File: src/rtl/fetch_redirect_unit_pkg.sv
`default_nettype none
// +----------------------------------------------------------------------+
// | fetch_redirect_unit_pkg : shared fetch/halt types and defaults        |
// | Revision: 1.0                                                        |
// +----------------------------------------------------------------------+
package fetch_redirect_unit_pkg;

   localparam int          c_PC_W         = 16;
   localparam logic [15:0] c_RESET_VECTOR = 16'h0000;
   // Pipeline distance from ID to MEM; older branches resolve within this window.
   localparam int          c_DRAIN_CYCLES = 2;

   typedef enum logic [1:0] {
      ST_RUN     = 2'd0,
      ST_HALTING = 2'd1,
      ST_HALTED  = 2'd2
   } fetch_state_e;

endpackage
`default_nettype wire

File: src/rtl/fetch_redirect_unit.sv
`default_nettype none
// +----------------------------------------------------------------------+
// | fetch_redirect_unit : IF-stage PC owner, branch redirect and halt FSM |
// | Revision: 1.0                                                        |
// +----------------------------------------------------------------------+
module fetch_redirect_unit
   import fetch_redirect_unit_pkg::*;
#(
   parameter int              PC_W         = c_PC_W,
   parameter logic [PC_W-1:0] RESET_VECTOR = PC_W'(c_RESET_VECTOR),
   parameter int              DRAIN_CYCLES = c_DRAIN_CYCLES
) (
   input  logic            clk,
   input  logic            rst,
   input  logic            hlt,
   input  logic            stall,
   input  logic            cntrl_branch,
   input  logic [PC_W-1:0] MEM_branch_tgt,
   output logic [PC_W-1:0] IF_pc,
   output logic [PC_W-1:0] IF_pc_plus1,
   output logic            imem_re,
   output logic            flush_IF_ID,
   output logic            flush_ID_EX,
   output logic            flush_EX_MEM,
   output logic            halted
);

   localparam int                   c_DRAIN_W    = (DRAIN_CYCLES > 1) ? $clog2(DRAIN_CYCLES + 1) : 1;
   localparam logic [c_DRAIN_W-1:0] c_DRAIN_INIT = c_DRAIN_W'(DRAIN_CYCLES);
   localparam logic [c_DRAIN_W-1:0] c_DRAIN_ONE  = c_DRAIN_W'(1);

   fetch_state_e         r_state;
   logic [PC_W-1:0]      r_pc;
   logic [c_DRAIN_W-1:0] r_drain_cnt;
   logic                 r_halted;
   logic                 w_redirect;

   // A halted core ignores late branches: they belong to instructions behind the halt.
   assign w_redirect = cntrl_branch && (r_state != ST_HALTED);

   always_ff @(posedge clk) begin
      if (rst) begin
         r_state     <= ST_RUN;
         r_pc        <= RESET_VECTOR;
         r_drain_cnt <= '0;
         r_halted    <= 1'b0;
      end else begin
         case (r_state)
            ST_RUN: begin
               if (cntrl_branch) begin
                  r_pc <= MEM_branch_tgt;
               end else if (stall) begin
                  r_pc <= r_pc;
               end else if (hlt) begin
                  if (DRAIN_CYCLES == 0) begin
                     r_state  <= ST_HALTED;
                     r_halted <= 1'b1;
                  end else begin
                     r_state     <= ST_HALTING;
                     r_drain_cnt <= c_DRAIN_INIT;
                  end
               end else begin
                  r_pc <= r_pc + PC_W'(1);
               end
            end
            ST_HALTING: begin
               if (cntrl_branch) begin
                  r_pc        <= MEM_branch_tgt;
                  r_drain_cnt <= '0;
                  r_state     <= ST_RUN;
               end else if (r_drain_cnt <= c_DRAIN_ONE) begin
                  r_drain_cnt <= '0;
                  r_state     <= ST_HALTED;
                  r_halted    <= 1'b1;
               end else begin
                  r_drain_cnt <= r_drain_cnt - c_DRAIN_ONE;
               end
            end
            ST_HALTED: begin
               r_halted <= 1'b1;
            end
            default: begin
               r_state     <= ST_RUN;
               r_drain_cnt <= '0;
            end
         endcase
      end
   end

   assign IF_pc        = r_pc;
   assign IF_pc_plus1  = r_pc + PC_W'(1);
   assign imem_re      = !rst && (r_state == ST_RUN);
   assign flush_IF_ID  = !rst && w_redirect;
   assign flush_ID_EX  = !rst && w_redirect;
   assign flush_EX_MEM = !rst && w_redirect;
   assign halted       = r_halted;

endmodule
`default_nettype wire

File: config.mk
export PLATFORM = sky130hd
export DESIGN_NAME = fetch_redirect_unit
export DESIGN_NICKNAME = d
export VERILOG_FILES = /design/src/rtl/fetch_redirect_unit_pkg.sv /design/src/rtl/fetch_redirect_unit.sv
export SDC_FILE = /design/constraint.sdc
export NUM_CORES = 1
export LEC_CHECK = 0
export ABC_CLOCK_PERIOD_IN_PS = 1400
export CAP_MARGIN = 20
export CORE_UTILIZATION = 39
export DETAILED_ROUTE_END_ITERATION = 8
export PLACE_DENSITY = 0.86
export SETUP_SLACK_MARGIN = 0.4
export SLEW_MARGIN = 20
export SYNTH_ARGS = -nofsm -noshare
export SYNTH_HDL_FRONTEND = slang
export SYNTH_SLANG_ARGS = --single-unit
File: constraint.sdc
create_clock -name clk -period 1.4 [get_ports clk]
set_input_delay 0.14 -clock clk [delete_from_list [all_inputs] [get_ports clk]]
set_output_delay 0.14 -clock clk [all_outputs]
set_load 0.1 [all_outputs]
==> results of run 1 <==
## cells by family after synthesis
family                   Yosys count  synth area share, %
adder cells (fa/ha/maj)            1                0.841
buffers and inverters             25                 7.65
XOR/XNOR                          14                 8.24
flip-flops                        21                 28.3
AND/OR/NAND/NOR                   80                 32.6
AO/OA/AOI/OAI                     47                 22.4
## metrics by stage
step	hold slack, ns	area [sq um]	setup TNS (ns)
2_1_floorplan	0.290	2050	-12.84
3_3_place_gp	0.455	3340	-5.76
3_5_place_dp	0.495	3340	-8.16
==> summary.txt, run 1 <==
Floorplan
  – Boundary Pins: 58
  – Floorplan die width: 63.8 um
  – Die Ht: 63.8 um
  – Initial core utilization: 40.6%
  – Total number of placement rows: 22

Synthesis
  – Cell area after synthesis: 1490 sq um
  – Largest cells by area after synthesis: dfxtp_1, xnor2_1, nand4_1
  – Post-synthesis average cell area: 7.91 sq um
  – Flop and latch count out of synthesis: 21
  – Syn nets: 210
  – Library cells used by synthesis: 48
  – Most numerous cell in the Yosys netlist: dfxtp_1
  – Dominant register cell in the synthesized netlist: dfxtp_1
  – Most used standard cells in the synthesized netlist: dfxtp_1, nand2_1, nor2_1
  – Post-synthesis async set-or-reset flop share: 0%
  – Seq/Total Area, Yosys: 28.3%
  – Mapped Cells: 188
  – Number of warnings issued by yosys: 0
  – Share of Yosys cell area claimed by the top area cell type: 28.3%
  – Number of enable-type register cells in the synthesized netlist: 0
  – Biggest area consumer among synthesized cells: dfxtp_1

Clock network
  – Number of buffers created by CTS: 3
  – Resized cells post-CTS: 121
  – TritonCTS sink count: 21
  – Post-CTS repair timing setup buffer count: 50
  – Quantity of hold-fixing buffers added after cts: 0
  – Clock root buffer: clkbuf_8
  – H-Tree Level Count: 1
  – Buffers from clock root to sink, at most: 2

Place
  – Cell Count Post-Placement: 338
  – Count of input and output buffers: 57
  – Worst slack after detailed placement: -0.414 ns
  – Weighted congestion at the end of routability-driven global placement: 0.884
  – Detailed placement HPWL: 5860 um

Outcome
  – Fail Step: clock tree synthesis
  – Run-stopping error: [ERROR DPL-0038] Utilization greater than 100%, impossible to legalize
  – Run status: aborted with a tool error
==> run 2: changes to the inputs <==
--- a/config.mk
+++ b/config.mk
@@ -5,12 +5,11 @@
 export SDC_FILE = /design/constraint.sdc
 export NUM_CORES = 1
 export LEC_CHECK = 0
-export ABC_CLOCK_PERIOD_IN_PS = 1400
+export ABC_CLOCK_PERIOD_IN_PS = 1800
 export CAP_MARGIN = 20
-export CORE_UTILIZATION = 39
+export CORE_UTILIZATION = 40
 export DETAILED_ROUTE_END_ITERATION = 8
-export PLACE_DENSITY = 0.86
-export SETUP_SLACK_MARGIN = 0.4
+export PLACE_DENSITY_LB_ADDON = 0.15
 export SLEW_MARGIN = 20
 export SYNTH_ARGS = -nofsm -noshare
 export SYNTH_HDL_FRONTEND = slang
==> constraint.sdc (replaced) <==
create_clock -name clk -period 1.8 [get_ports clk]
set_input_delay 0.18 -clock clk [delete_from_list [all_inputs] [get_ports clk]]
set_output_delay 0.18 -clock clk [all_outputs]
set_load 0.1 [all_outputs]
==> summary.txt, run 2 <==
Clock network
  – Quantity of hold-fixing buffers added after cts: 0 (unchanged)
  – Number of buffers created by CTS: 3 (unchanged)
  – Worst-skew pair later-pin latency: 0.28 ns
  – TritonCTS clock tree: built
  – TritonCTS sink count: 21 (unchanged)
  – H-Tree Level Count: 1 (unchanged)
  – Buffers from clock root to sink, at most: 2 (unchanged)
  – Clock root buffer: clkbuf_8
  – Clock slew seen by the registers of the worst setup and hold paths: 0.08 ns

Synthesis
  – Library cells used by synthesis: 48 (unchanged)
  – Post-synthesis async set-or-reset flop share: 0% (unchanged)
  – Syn nets: 210 (unchanged)
  – Number of enable-type register cells in the synthesized netlist: 0 (unchanged)
  – Seq/Total Area, Yosys: 28.3% (unchanged)
  – Most used standard cells in the synthesized netlist: dfxtp_1, nand2_1, nor2_1
  – Cell area after synthesis: 1490 sq um (unchanged)
  – Post-synthesis average cell area: 7.91 sq um (unchanged)
  – Flop and latch count out of synthesis: 21 (unchanged)
  – Number of warnings issued by yosys: 0 (unchanged)
  – Share of Yosys cell area claimed by the top area cell type: 28.3% (unchanged)
  – Dominant register cell in the synthesized netlist: dfxtp_1
  – Largest cells by area after synthesis: dfxtp_1, xnor2_1, nand4_1
  – Most numerous cell in the Yosys netlist: dfxtp_1
  – Mapped Cells: 188 (unchanged)
  – Biggest area consumer among synthesized cells: dfxtp_1

Critical path
  – Peak fanout along the critical path: 5
  – Count of buffering cells on the critical path with inverters included: 1
  – Reg-to-reg setup timing slack: 0.14 ns
  – CP max stage cell: or4_4
  – CP Cell Sequence: ha_4 -> nand3_2 -> or4_4 -> xnor2_4 -> buf_12
  – Path depth of the worst reg2reg path: 6
  – Family with the most delay on the worst path: simple AND/OR/NAND/NOR gates
  – Data arrival at the endpoint of the critical path: 1.81 ns
  – Sort of element at the end of the critical path: output port
  – Delay of the slowest cell on the worst path: 0.54 ns
  – Critical path launch point: IF_pc[1]
  – Worst setup path class: flop to output port
  – Reg2reg end: IF_pc[11]
  – Origin of the critical flop-to-flop path: IF_pc[0]
  – Crit path required time: 1.62 ns
  – Critical path startpoint category: flop

Worst hold path
  – Class of the most critical hold timing path: flop to flop
  – Source of the worst hold timing path: halted
  – Number of cells on the worst hold path: 2
  – Worst hold endpoint: halted

Route
  – Residual DRC: 0
  – Wire length reported by the detailed router: 5310 um
  – Highest metal used: met4
  – Via count normalized by instance count: 5.93
  – Met1 Wirelength: 2140 um
  – Met2 Routed Length: 2710 um
  – Number of antenna-violating nets in the routed design: 0
  – Wire length on met3: 326 um
  – Iter 0 DRT Violations: 124
  – Vias post-DR: 1,855
  – Routed length per instance: 16.9 um
  – Number of optimization iterations in the first detailed-route pass: 4

Floorplan
  – Die Ht: 63.0 um (-1.2%)
  – Boundary Pins: 58 (unchanged)
  – Die footprint: 3970 sq um
  – Total number of placement rows: 21 (-4.5%)
  – Initial core utilization: 43.2% (+2.6 points)
  – Core Area: 3440 sq um
  – Floorplan die width: 63.0 um (-1.2%)

Global routing
  – Sum of overflow across all layers after global routing: 0
  – Global-route total usage across every layer: 29.2%
  – First-pass GRT wire length: 9000 um
  – Largest net degree at the start of global routing: 23
  – Vias in the first global route: 1,886
  – Antenna violations before repair: 0

Finish
  – Fraction of final layout cells sized beyond drive strength 1: 50.9%
  – Final net count: 290
  – Area added between synthesis and finish: 96.6%
  – Final core utilization: 85.0%
  – Filler-free cell count of the finished design: 313
  – Commonest non-fill, non-tap cell in the layout: buf_4
  – Final design instance area without fill: 2930 sq um
  – Commonest cells after routing, fill and taps aside: buf_4, buf_12, clkdlybuf4s50_1, dfxtp_4, nand2_1
  – ANT cells: 0
  – Count of filler cells inserted in the layout: 178
  – Max reg flops: 16

STA
  – Portion of the clock cycle consumed by the worst path in the final layout: 110%
  – Transition at the pin with the smallest max-transition slack: 0.486 ns
  – Fin. max-slew vios: 0
  – Rel. slew slack: 67.6%
  – Minimum clock period: 1.99 ns
  – Final Worst Setup Slack: -0.185 ns
  – Unrepaired setup endpoints after global routing: true
  – Fmax: 504 MHz
  – Clock Skews: 0.00502 ns
  – Final setup TNS: -0.649 ns
  – Number of hold violations in the final report: 0
  – Finish-stage setup viols: 5

Power and ir drop
  – Worst voltage drop across the vdd grid: 572 uV
  – Power per cell area: 659 nW/um^2
  – Lkg Pwr: 0.00118 uW

Place
  – Placed inst area: 2770 sq um (-17%)
  – Worst slack after detailed placement: 0.0282 ns (+0.443 ns)
  – Cell Count Post-Placement: 297 (-12%)
  – Detailed placement HPWL: 3940 um (-33%)
  – Count of input and output buffers: 57 (unchanged)
  – Weighted congestion at the end of routability-driven global placement: 0.871 (-1.4%)

Outcome
  – Run status: complete, but fails checks
  – Failing checks: negative setup slack

Job
  – Number of violations of the max-capacitance limit: 0
==> run 2: cell counts after synthesis <==
No cell type changed its count.
==> run 2: routing by layer <==
layer  vias up  GRT usage [%]
met5         -              0
met4         0           14.8
met3        18           5.66
met2        86           50.8
met1       879           33.7
li1        872              -
==> run 2: cell families after synthesis <==
family | count (synthesis) | share of synthesized area [%]
adders and majority gates | 1 | 0.841
DFF | 21 | 28.3
xor gates and xnor gates | 14 | 8.24
AOI/OAI and AO/OA | 47 | 22.4
buffers and inverters | 25 | 7.65
and+or+nand+nor | 80 | 32.6
==> run 2: repair_timing <==
action                                  4_1_cts  5_1_grt
gates resized for setup                       4        1
gates cloned                                  0        0
endpoints found under the setup margin        8        9
buffers inserted                             10        2
pin swaps                                     7        3
==> run 2: layout make-up <==
| class | count | area (sq um) | area share [%] |
|---|---|---|---|
| sequential | 21 | 475 | 16.3 |
| multi-input combinational | 142 | 1310 | 44.7 |
| inverter | 8 | 30.0 | 1.03 |
| timing repair buffer | 92 | 1010 | 34.4 |
| clock inverter | 1 | 5.00 | 0.171 |
| tap | 46 | 57.6 | 1.97 |
| clock buffer | 3 | 41.3 | 1.41 |
==> run 2: worst min-delay path, stage by stage, from the launching register on <==
cell and delay, ns:
dfxtp_1 0.32, inv_1 0.05, a21oi_1 0.05
==> run 2: worst max path at each step <==
stage          cells past startpoint  slack, ns              end
2_1_floorplan                      4      -0.42  IF_pc_plus1[12]
3_3_place_gp                       4       0.09  IF_pc_plus1[12]
3_5_place_dp                       6       0.03        IF_pc[13]
4_1_cts                            5      -0.18  IF_pc_plus1[12]
5_1_grt                            5      -0.22  IF_pc_plus1[12]
6_report                           5      -0.19  IF_pc_plus1[12]
==> run 2: report_power, final <==
group / switching (uW) / internal (uW) / leakage (uW)
clock: 178 / 155 / 0.0000255
sequential: 70.4 / 495 / 0.000183
combinational: 671 / 359 / 0.000967
==> run 2: stage by stage <==
stage	power, uW	hold WS, ns
after floorplan	1270	0.332
after global placement	1570	0.436
after detailed placement	1590	0.455
after CTS	1920	0.467
after global routing	1990	0.497
final	1930	0.461
Power figures use the tool's default switching activity.
